## config.mk

```make
export PLATFORM = sky130hd
export DESIGN_NAME = palette_lookup_arbiter_flat
export DESIGN_NICKNAME = d
export VERILOG_FILES = /design/src/rtl/sprite_pkg.sv /design/src/rtl/palette_lookup_arbiter_if.sv /design/src/rtl/palette_lookup_arbiter_rr_arbiter.sv /design/src/rtl/palette_lookup_arbiter.sv /design/src/flat_wrapper.sv
export SDC_FILE = /design/constraint.sdc
export NUM_CORES = 1
export LEC_CHECK = 0
export CAP_MARGIN = 20
export CELL_PAD_IN_SITES_DETAIL_PLACEMENT = 1
export CELL_PAD_IN_SITES_GLOBAL_PLACEMENT = 1
export CORE_MARGIN = 3
export CORE_UTILIZATION = 30
export DETAILED_ROUTE_END_ITERATION = 8
export PLACE_DENSITY = 0.79
export SLEW_MARGIN = 20
export SYNTH_ARGS = -nofsm -noshare
export SYNTH_HDL_FRONTEND = slang
export SYNTH_SLANG_ARGS = --single-unit
```

## constraint.sdc

```tcl
create_clock -name Clk -period 3.48 [get_ports Clk]
set_clock_uncertainty 0.2 [all_clocks]
set_input_delay 0.348 -clock Clk [delete_from_list [all_inputs] [get_ports Clk]]
set_output_delay 0.348 -clock Clk [all_outputs]
set_load 0.1 [all_outputs]
```

## src/rtl/sprite_pkg.sv

```systemverilog
// Shared sprite-pipeline types and constants.
//   rgb12_t     : packed {r,g,b} 4 bits each
//   pal_idx_t   : 4-bit palette index
//   KEY_MAGENTA : colour-key value treated as transparent
//   PAL_DEPTH   : number of palette entries
package sprite_pkg;

  typedef struct packed {
    logic [3:0] r;
    logic [3:0] g;
    logic [3:0] b;
  } rgb12_t;

  typedef logic [3:0] pal_idx_t;

  localparam rgb12_t      KEY_MAGENTA = 12'hF0F;
  localparam int unsigned PAL_DEPTH   = 16;

endpackage

```

## src/rtl/palette_lookup_arbiter_if.sv

```systemverilog
// Bus between the pixel requesters / palette ROM / compositor and the lookup arbiter.
//   req, req_index        : per-requester lookup requests and packed 4-bit indices
//   gnt, pal_index        : combinational grant and index presented to the palette ROM
//   pal_red/green/blue    : combinational palette ROM return
//   out_*                 : registered result stage with valid/ready handshake
// Modports: slave = arbiter side, master = environment side.
interface palette_lookup_arbiter_if #(
  parameter int unsigned NUM_REQ = 4,
  parameter int unsigned ID_W    = 3
);
  logic [NUM_REQ-1:0]   req;
  logic [NUM_REQ*4-1:0] req_index;
  logic [NUM_REQ-1:0]   gnt;
  logic [3:0]           pal_index;
  logic [3:0]           pal_red;
  logic [3:0]           pal_green;
  logic [3:0]           pal_blue;
  logic                 out_valid;
  logic                 out_ready;
  logic [ID_W-1:0]      out_id;
  logic [3:0]           out_red;
  logic [3:0]           out_green;
  logic [3:0]           out_blue;
  logic                 out_transp;

  modport slave (
    input  req, req_index, pal_red, pal_green, pal_blue, out_ready,
    output gnt, pal_index, out_valid, out_id, out_red, out_green, out_blue, out_transp
  );

  modport master (
    output req, req_index, pal_red, pal_green, pal_blue, out_ready,
    input  gnt, pal_index, out_valid, out_id, out_red, out_green, out_blue, out_transp
  );
endinterface

```

## src/rtl/palette_lookup_arbiter_rr_arbiter.sv

```systemverilog
// Combinational round-robin arbiter.
//   i_req    : request vector
//   i_rr_ptr : slot granted last; search starts at i_rr_ptr+1 (mod NUM_REQ)
//   i_enable : when low no grant is issued
//   o_gnt    : one-hot grant (or zero)
//   o_slot   : binary number of the granted slot (0 when none)
//   o_valid  : a grant was issued
module rr_arbiter #(
  parameter int unsigned NUM_REQ = 4,
  parameter int unsigned ID_W    = 3
) (
  input  logic [NUM_REQ-1:0] i_req,
  input  logic [ID_W-1:0]    i_rr_ptr,
  input  logic               i_enable,
  output logic [NUM_REQ-1:0] o_gnt,
  output logic [ID_W-1:0]    o_slot,
  output logic               o_valid
);
  localparam int unsigned SelW = $clog2(NUM_REQ);

  int unsigned w_idx;

  always_comb begin
    o_gnt   = '0;
    o_slot  = '0;
    o_valid = 1'b0;
    w_idx   = 0;
    // Offsets 1..NUM_REQ visit every slot once, ending at the last-granted one.
    for (int unsigned off = 1; off <= NUM_REQ; off++) begin
      w_idx = (32'(i_rr_ptr) + off) % NUM_REQ;
      if (i_enable && !o_valid && i_req[w_idx[SelW-1:0]]) begin
        o_valid                 = 1'b1;
        o_gnt[w_idx[SelW-1:0]]  = 1'b1;
        o_slot                  = ID_W'(w_idx);
      end
    end
  end
endmodule

```

## src/rtl/palette_lookup_arbiter.sv

```systemverilog
// Shares one combinational 16-entry palette among NUM_REQ requesters.
//   Clk   : rising-edge clock
//   Reset : synchronous active-high reset
//   bus   : requests, palette ROM port and one-deep registered result stage
// A result is registered one cycle after its grant with requester ID and colour-key flag.
module palette_lookup_arbiter
  import sprite_pkg::*;
#(
  parameter int unsigned NUM_REQ   = 4,
  parameter int unsigned ID_W      = 3,
  parameter logic [11:0] KEY_COLOR = KEY_MAGENTA
) (
  input  logic                    Clk,
  input  logic                    Reset,
  palette_lookup_arbiter_if.slave bus
);
  localparam int unsigned IdxW = $clog2(PAL_DEPTH);

  logic                r_out_valid;
  logic [ID_W-1:0]     r_out_id;
  rgb12_t              r_color;
  logic                r_transp;
  logic [ID_W-1:0]     r_rr_ptr;

  logic                w_can_accept;
  logic [NUM_REQ-1:0]  w_gnt;
  logic [ID_W-1:0]     w_slot;
  logic                w_gnt_any;
  pal_idx_t            w_pal_index;
  rgb12_t              w_pal_rgb;
  logic                w_key_hit;

  assign w_can_accept = !r_out_valid || bus.out_ready;

  rr_arbiter #(
    .NUM_REQ (NUM_REQ),
    .ID_W    (ID_W)
  ) u_rr_arbiter (
    .i_req    (bus.req),
    .i_rr_ptr (r_rr_ptr),
    .i_enable (w_can_accept && !Reset),
    .o_gnt    (w_gnt),
    .o_slot   (w_slot),
    .o_valid  (w_gnt_any)
  );

  always_comb begin
    w_pal_index = bus.req_index[IdxW-1:0];
    for (int unsigned i = 0; i < NUM_REQ; i++) begin
      if (w_gnt[i]) w_pal_index = bus.req_index[i*IdxW +: IdxW];
    end
  end

  assign w_pal_rgb = '{r: bus.pal_red, g: bus.pal_green, b: bus.pal_blue};
  assign w_key_hit = (w_pal_rgb == KEY_COLOR);

  always_ff @(posedge Clk) begin
    if (Reset) begin
      r_out_valid <= 1'b0;
      r_out_id    <= '0;
      r_color     <= '0;
      r_transp    <= 1'b0;
      r_rr_ptr    <= ID_W'(NUM_REQ - 1);
    end else if (w_gnt_any) begin
      // Covers the pop+grant case: the new result overwrites the one being popped.
      r_out_valid <= 1'b1;
      r_out_id    <= w_slot;
      r_color     <= w_pal_rgb;
      r_transp    <= w_key_hit;
      r_rr_ptr    <= w_slot;
    end else if (bus.out_ready) begin
      r_out_valid <= 1'b0;
    end
  end

  assign bus.gnt        = w_gnt;
  assign bus.pal_index  = w_pal_index;
  assign bus.out_valid  = r_out_valid;
  assign bus.out_id     = r_out_id;
  assign bus.out_red    = r_color.r;
  assign bus.out_green  = r_color.g;
  assign bus.out_blue   = r_color.b;
  assign bus.out_transp = r_transp;
endmodule

```

## src/flat_wrapper.sv

```systemverilog
// flat-port wrapper written by rule: the top's interface ports become plain ports
module palette_lookup_arbiter_flat import sprite_pkg::*;
#(
  parameter int unsigned NUM_REQ   = 4,
  parameter int unsigned ID_W      = 3,
  parameter logic [11:0] KEY_COLOR = KEY_MAGENTA
)
  (Clk, Reset, bus_req, bus_req_index, bus_pal_red, bus_pal_green, bus_pal_blue, bus_out_ready, bus_gnt, bus_pal_index, bus_out_valid, bus_out_id, bus_out_red, bus_out_green, bus_out_blue, bus_out_transp);
  palette_lookup_arbiter_if #(.NUM_REQ(NUM_REQ), .ID_W(ID_W)) bus_i ();
  input  logic Clk;
  input  logic Reset;
  input wire logic [$bits(bus_i.req)-1:0] bus_req;
  input wire logic [$bits(bus_i.req_index)-1:0] bus_req_index;
  input wire logic [$bits(bus_i.pal_red)-1:0] bus_pal_red;
  input wire logic [$bits(bus_i.pal_green)-1:0] bus_pal_green;
  input wire logic [$bits(bus_i.pal_blue)-1:0] bus_pal_blue;
  input wire logic [$bits(bus_i.out_ready)-1:0] bus_out_ready;
  output wire logic [$bits(bus_i.gnt)-1:0] bus_gnt;
  output wire logic [$bits(bus_i.pal_index)-1:0] bus_pal_index;
  output wire logic [$bits(bus_i.out_valid)-1:0] bus_out_valid;
  output wire logic [$bits(bus_i.out_id)-1:0] bus_out_id;
  output wire logic [$bits(bus_i.out_red)-1:0] bus_out_red;
  output wire logic [$bits(bus_i.out_green)-1:0] bus_out_green;
  output wire logic [$bits(bus_i.out_blue)-1:0] bus_out_blue;
  output wire logic [$bits(bus_i.out_transp)-1:0] bus_out_transp;
  assign bus_i.req = bus_req;
  assign bus_i.req_index = bus_req_index;
  assign bus_i.pal_red = bus_pal_red;
  assign bus_i.pal_green = bus_pal_green;
  assign bus_i.pal_blue = bus_pal_blue;
  assign bus_i.out_ready = bus_out_ready;
  assign bus_gnt = bus_i.gnt;
  assign bus_pal_index = bus_i.pal_index;
  assign bus_out_valid = bus_i.out_valid;
  assign bus_out_id = bus_i.out_id;
  assign bus_out_red = bus_i.out_red;
  assign bus_out_green = bus_i.out_green;
  assign bus_out_blue = bus_i.out_blue;
  assign bus_out_transp = bus_i.out_transp;
  palette_lookup_arbiter #(.NUM_REQ(NUM_REQ), .ID_W(ID_W), .KEY_COLOR(KEY_COLOR)) u_core (.Clk(Clk), .Reset(Reset), .bus(bus_i));
endmodule
```

# Word level (Yosys, flattened, before mapping)
# Index checks and enable logic that the tools add are counted.
[word_totals] in_bits=35 register_bits=19
[classes] n_reduce_logical=19 bitwise_logic=3 n_addsub=4 n_eq_ne=1 n_lt_le_gt_ge=8 n_mux=33
[ops] op="$mux W4" count=7
[ops] op="$mux W1" count=14
[ops] op="$eq A12 B12 Y1 const B" count=1
[ops] op="$logic_and A1 B1 Y1" count=12
[ops] op="$lt A2 B3 Y1 const B" count=4
[ops] op="$or A4 B4 Y4" count=3
[ops] op="$bmux W1 S2" count=4
[ops] op="$demux W1 S2" count=4
[ops] op="$ge A2 B1 Y1 const B" count=4
[ops] op="$mux W3" count=2
[ops] op="$logic_not A1 Y1" count=5
[ops] op="$add A2 B1 Y2 const B" count=2
[ops] op="$add A2 B2 Y2 const B" count=2
[ops] op="$mux W2" count=2
[ops] op="$reduce_bool A2 Y1" count=1
[ops] op="$logic_or A1 B1 Y1" count=1

# Logic depth before layout (Yosys ltp)
[depth] ltp_word=20 ltp_mapped=10

# Cells and area by module
# From an unflattened synthesis, not the netlist that was laid out.
[unflattened] cells_unflattened=158 area_unflattened_um2=1398.8
[by_module_without_submodules] mod="palette_lookup_arbiter" area_per_inst_um2=833.3 instances=1 cells_each=86
[by_module_without_submodules] mod="rr_arbiter" area_per_inst_um2=565.5 instances=1 cells_each=72

# Worst setup path before layout
# No wires, ideal clock.
[synth_timing] path_kind="register to output" start="register u_core.r_rr_ptr[1]" end="output port bus_pal_index[0]" arrival_time_ns=4.164 n_path_buf=1 required_ns=2.932 slack_ns=-1.232 path_stages_with_launch=10 cell_sequence="dfxtp_1 inv_1 ha_1 clkbuf_1 mux4_2 nor2b_4 a22oi_1 a31oi_2 and2b_1 a21oi_2"
[synth_via] elab_cells_between_ends=55
[synth_rtl] element="start: declaration" line_no="palette_lookup_arbiter.sv:23" source="logic [ID_W-1:0] r_rr_ptr;"
[synth_rtl] element="start signal: assignment" line_no="palette_lookup_arbiter.sv:63" source="r_rr_ptr <= ID_W'(NUM_REQ - 1);"
[synth_rtl] element="start signal: assignment" line_no="palette_lookup_arbiter.sv:70" source="r_rr_ptr <= w_slot;"
[synth_rtl] element="parallel branches: the longest is 16 deep, another holds $lt A2 B3 Y1"
[synth_rtl] element="$mux W4 (*)" line_no="palette_lookup_arbiter_rr_arbiter.sv:31" source="if (i_enable && !o_valid && i_req[w_idx[SelW-1:0]]) begin"
[synth_rtl] element="net bus_gnt[2]" line_no="flat_wrapper.sv:18" source="output wire logic [$bits(bus_i.gnt)-1:0] bus_gnt;"
[synth_rtl] element="$mux W4 (*) (2 in a row)" line_no="palette_lookup_arbiter.sv:50" source="if (w_gnt[i]) w_pal_index = bus.req_index[i*IdxW +: IdxW];"
[synth_rtl] element="end: declaration" line_no="flat_wrapper.sv:19" source="output wire logic [$bits(bus_i.pal_index)-1:0] bus_pal_index;"
# Mark *: on every way through the listed nets, which the timed path passes. The select of a mux whose other input is x is not followed.

# Final worst setup path
[layout_timing] start="input port bus_req[0]" end="output port bus_pal_index[3]"
[layout_via] elab_chain_len=19 elab_cells_between_ends=31
[layout_lines] element="start: declaration" line_no="flat_wrapper.sv:12" source="input wire logic [$bits(bus_i.req)-1:0] bus_req;"
[layout_lines] element="$bmux W1 S2" line_no="palette_lookup_arbiter_rr_arbiter.sv:31"
[layout_lines] element="$mux W1 (implied by the code)" line_no="palette_lookup_arbiter_rr_arbiter.sv:31"
[layout_lines] element="$logic_and A1 B1 Y1" line_no="palette_lookup_arbiter_rr_arbiter.sv:31"
[layout_lines] element="$mux W1" line_no="palette_lookup_arbiter_rr_arbiter.sv:31"
[layout_lines] element="$logic_not A1 Y1" line_no="palette_lookup_arbiter_rr_arbiter.sv:31"
[layout_lines] element="$logic_and A1 B1 Y1 (2 in a row)" line_no="palette_lookup_arbiter_rr_arbiter.sv:31"
[layout_lines] element="$mux W1" line_no="palette_lookup_arbiter_rr_arbiter.sv:31"
[layout_lines] element="$logic_not A1 Y1" line_no="palette_lookup_arbiter_rr_arbiter.sv:31"
[layout_lines] element="$logic_and A1 B1 Y1 (2 in a row)" line_no="palette_lookup_arbiter_rr_arbiter.sv:31"
[layout_lines] element="$mux W1" line_no="palette_lookup_arbiter_rr_arbiter.sv:31"
[layout_lines] element="$logic_not A1 Y1" line_no="palette_lookup_arbiter_rr_arbiter.sv:31"
[layout_lines] element="$logic_and A1 B1 Y1 (2 in a row)" line_no="palette_lookup_arbiter_rr_arbiter.sv:31"
[layout_lines] element="$mux W4 (*)" line_no="palette_lookup_arbiter_rr_arbiter.sv:31"
[layout_lines] element="$mux W4 (2 in a row)" line_no="palette_lookup_arbiter.sv:50"
[layout_lines] element="$mux W4 (*)" line_no="palette_lookup_arbiter.sv:50"
# Mark *: on every way between the ends. The rest lies on a longest branch, timed or not. The select of a mux whose other input is x is not followed.

==> impl_metrics.env <==
export IMPL_status="finished, final reports clean"
export IMPL_setup_viol=0
export IMPL_hpwl_um=3590
export IMPL_yosysWarnings=0
export IMPL_root_buffer="clkbuf_8"
export IMPL_synth_largest_area_cell="dfxtp_1"
export IMPL_wl_um=4730
export IMPL_place_inst=283
export IMPL_synth_cell_type_count=48
export IMPL_drive_above_1_share=0.243
export IMPL_vdd_drop_max_v=0.000221
export IMPL_grt_usage=0.155
export IMPL_critPathLaunchType="input port"
export IMPL_multi_input_area_sq_mm=0.00107
export IMPL_clkTransAtPathRegs_ps=60
export IMPL_syn_area_sq_mm=0.00145
export IMPL_fillers=518
export IMPL_timing_final_crit_share=0.975
export IMPL_clkLatencyLatePin_ps=250
export IMPL_yosysTopAreaCellShare=0.249
export IMPL_end_kind="primary output"
export IMPL_slew_limit_headroom=0.324
export IMPL_period_minus_slack_ps=3390
export IMPL_rsz0062_at_grt="false"
export IMPL_nets=286
export IMPL_cap_violations=0
export IMPL_chipHeight_um=75.5
export IMPL_holdWs_ps=255
export IMPL_drt_initial_drc_count=41
export IMPL_synthesis_instances=173
export IMPL_synth_async_sr_flop_share=0
export IMPL_io_pins=60
export IMPL_synth_edf_count=0
export IMPL_vias=1562
export IMPL_gr_total_overflow=0
export IMPL_register_area_sq_um=368
export IMPL_postRouteAntennaNets=0
export IMPL_cts_tree="built"
export IMPL_dominantRegCellSynth="dfxtp_1"
export IMPL_antenna_found_initial=0
export IMPL_crit_fanout=9
export IMPL_portBuffers=58
export IMPL_syn2layout_area_growth_pct=65.9
export IMPL_dieArea_sq_mm=0.00570
export IMPL_power_leakage_uw=0.000936
export IMPL_initial_utilization=0.322
export IMPL_h_tree_depth=1
export IMPL_grt_pass1_wl_um=7030
export IMPL_clockBufferDepth=2
export IMPL_critical_path_class="in2out"
export IMPL_detail_route_drc_violations=0
export IMPL_synth_area_per_cell_sq_um=8.38
export IMPL_fin_setup_tns_ps=0
export IMPL_antenna_cells=0
export IMPL_synthTopCellsByArea="dfxtp_1 (25%), nand2_1 (8.5%), a21oi_1 (6.9%)"
export IMPL_clock_sinks=18
export IMPL_hold_class="reg2reg"
export IMPL_syn_num_nets=215
export IMPL_ys_seq_area_frac=0.249
export IMPL_die_w_um=75.5
export IMPL_cp_data_required_time_ps=2930
export IMPL_numCtsBuffers=3
export IMPL_finalNonFillerCells=295
export IMPL_rows=24
export IMPL_ys_ff_latch=18
export IMPL_finalHoldViolations=0
export IMPL_firstDrtPassIters=6
export IMPL_cts_hold_buf=0
export IMPL_clock_fmax_mhz=295
export IMPL_tightest_slew_ps=1010
export IMPL_core_area_sq_mm=0.00450
export IMPL_gp_congestion=0.819
export IMPL_cellPowerDensity_mw_per_mm2=405
export IMPL_wl_per_cell_um=16.0
export IMPL_final_core_util=0.534
export IMPL_vias_per_cell=5.29
export IMPL_arrival_ps=2840
export IMPL_grt_max_degree=19
export IMPL_grt_pass1_vias=1536
export IMPL_maxSlewViolCount=0
[flip-flops by register name, indices dropped and copies added (netlist names)]
signal	cells
u_core.bus.out_id	2
u_core.bus.out_transp	1
u_core.bus.out_valid	1
u_core.r_rr_ptr	2
u_core.bus.out_red	4
u_core.bus.out_green	4
u_core.bus.out_blue	4
[critical path, stage by stage]
cell	delay (ps)
clkdlybuf4s50_1	430
buf_4	180
mux4_2	510
nor2b_4	170
a22o_1	220
or3_4	370
o211a_1	280
a21oi_4	140
buf_12	190
[stage by stage]
| step | power, uW | cell area, sq um | setup slack [ps] |
|---|---|---|---|
| final | 974 | 2400 | 88.3 |
| after floorplan | 629 | 1520 | -292 |
| after global routing | 1020 | 2400 | 0.878 |
| after global placement | 797 | 2260 | 139 |
| after detailed placement | 804 | 2260 | 29.4 |
| after CTS | 955 | 2300 | 15.6 |
[power by group]
part / switching [uW] / internal [uW] / total (uW)
Combinational: 361 / 230 / 591
Sequential: 14.7 / 220 / 235
Clock: 67.3 / 81.1 / 148
Total: 443 / 531 / 974
[placed cells by master, fill, tap and decap left out, drive strengths merged, types with 2 or more instances in the layout]
cell           instances
and2                   2
nor2                   8
o211ai                 2
nand3b                 2
inv                    4
o211a                  4
clkdlybuf4s50         49
clkbuf                 4
or3b                   3
o21ai                  5
mux4                   2
and2b                  4
ha                     7
nand2                 33
mux2i                  7
dfxtp                 18
a31oi                  5
a21oi                 24
a2111oi                2
o311ai                 4
buf                   28
nand4                  4
nor2b                  2
[layer usage]
metal	wire [um]	vias to the layer above	GRT usage
met5	0	-	0
met4	13	0	0.0233
met3	249	2	0.0251
met2	2350	42	0.284
met1	2120	744	0.195
li1	-	774	-
[final cells by class]
class | instances | share of cell area
Timing Repair Buffer | 78 | 0.344
Inverter | 5 | 0.0104
Tap cell | 52 | 0.0271
Sequential cell | 18 | 0.153
Clock buffer | 4 | 0.0187
Multi-Input combinational cell | 138 | 0.447
[cell usage after synthesis (2+ instances only)]
cell,count
buf_6,2
mux2i_1,7
mux4_2,2
a21oi_2,4
o21ai_2,2
buf_2,2
o311ai_0,4
o211ai_1,2
o21ai_0,3
and2b_1,4
clkbuf_1,6
a31oi_1,4
inv_1,5
dfxtp_1,18
or3b_1,2
nand3b_1,2
ha_1,7
a2111oi_4,2
nand2_1,33
nor2_1,8
o211a_1,4
buf_4,2
nand4_1,4
a21oi_1,20
[final timing paths]
check	from	end	slack, ps	cells past startpoint
worst min register to register	u_core.bus.out_blue[3]$_SDFFE_PP0P_	u_core.bus.out_blue[3]$_SDFFE_PP0P_	260	2
worst max-delay path	bus_req[0]	bus_pal_index[3]	90	9
worst min-delay path	u_core.bus.out_blue[3]$_SDFFE_PP0P_	u_core.bus.out_blue[3]$_SDFFE_PP0P_	260	2
worst max register to register	u_core.r_rr_ptr[0]$_SDFFE_PP1P_	u_core.r_rr_ptr[0]$_SDFFE_PP1P_	1440	8
[timing repair]
action / 4_1_cts / 5_1_grt
resized for setup: 0 / 7
pin swaps: 1 / 2
cloned: 0 / 0
setup buffers: 0 / 8
setup endpoints to repair: 2 / 4
[logic make-up after synthesis]
logic type	count (synthesis)	share of synthesized area
adder cells (fa/ha/maj)	7	0.0604
AO/OA/AOI/OAI	56	0.314
flip-flops	18	0.249
buffers and inverters	17	0.0613
AND/OR/NAND/NOR	65	0.233
other	1	0.00259
multiplexers	9	0.0794
Power figures use the tool's default switching activity.
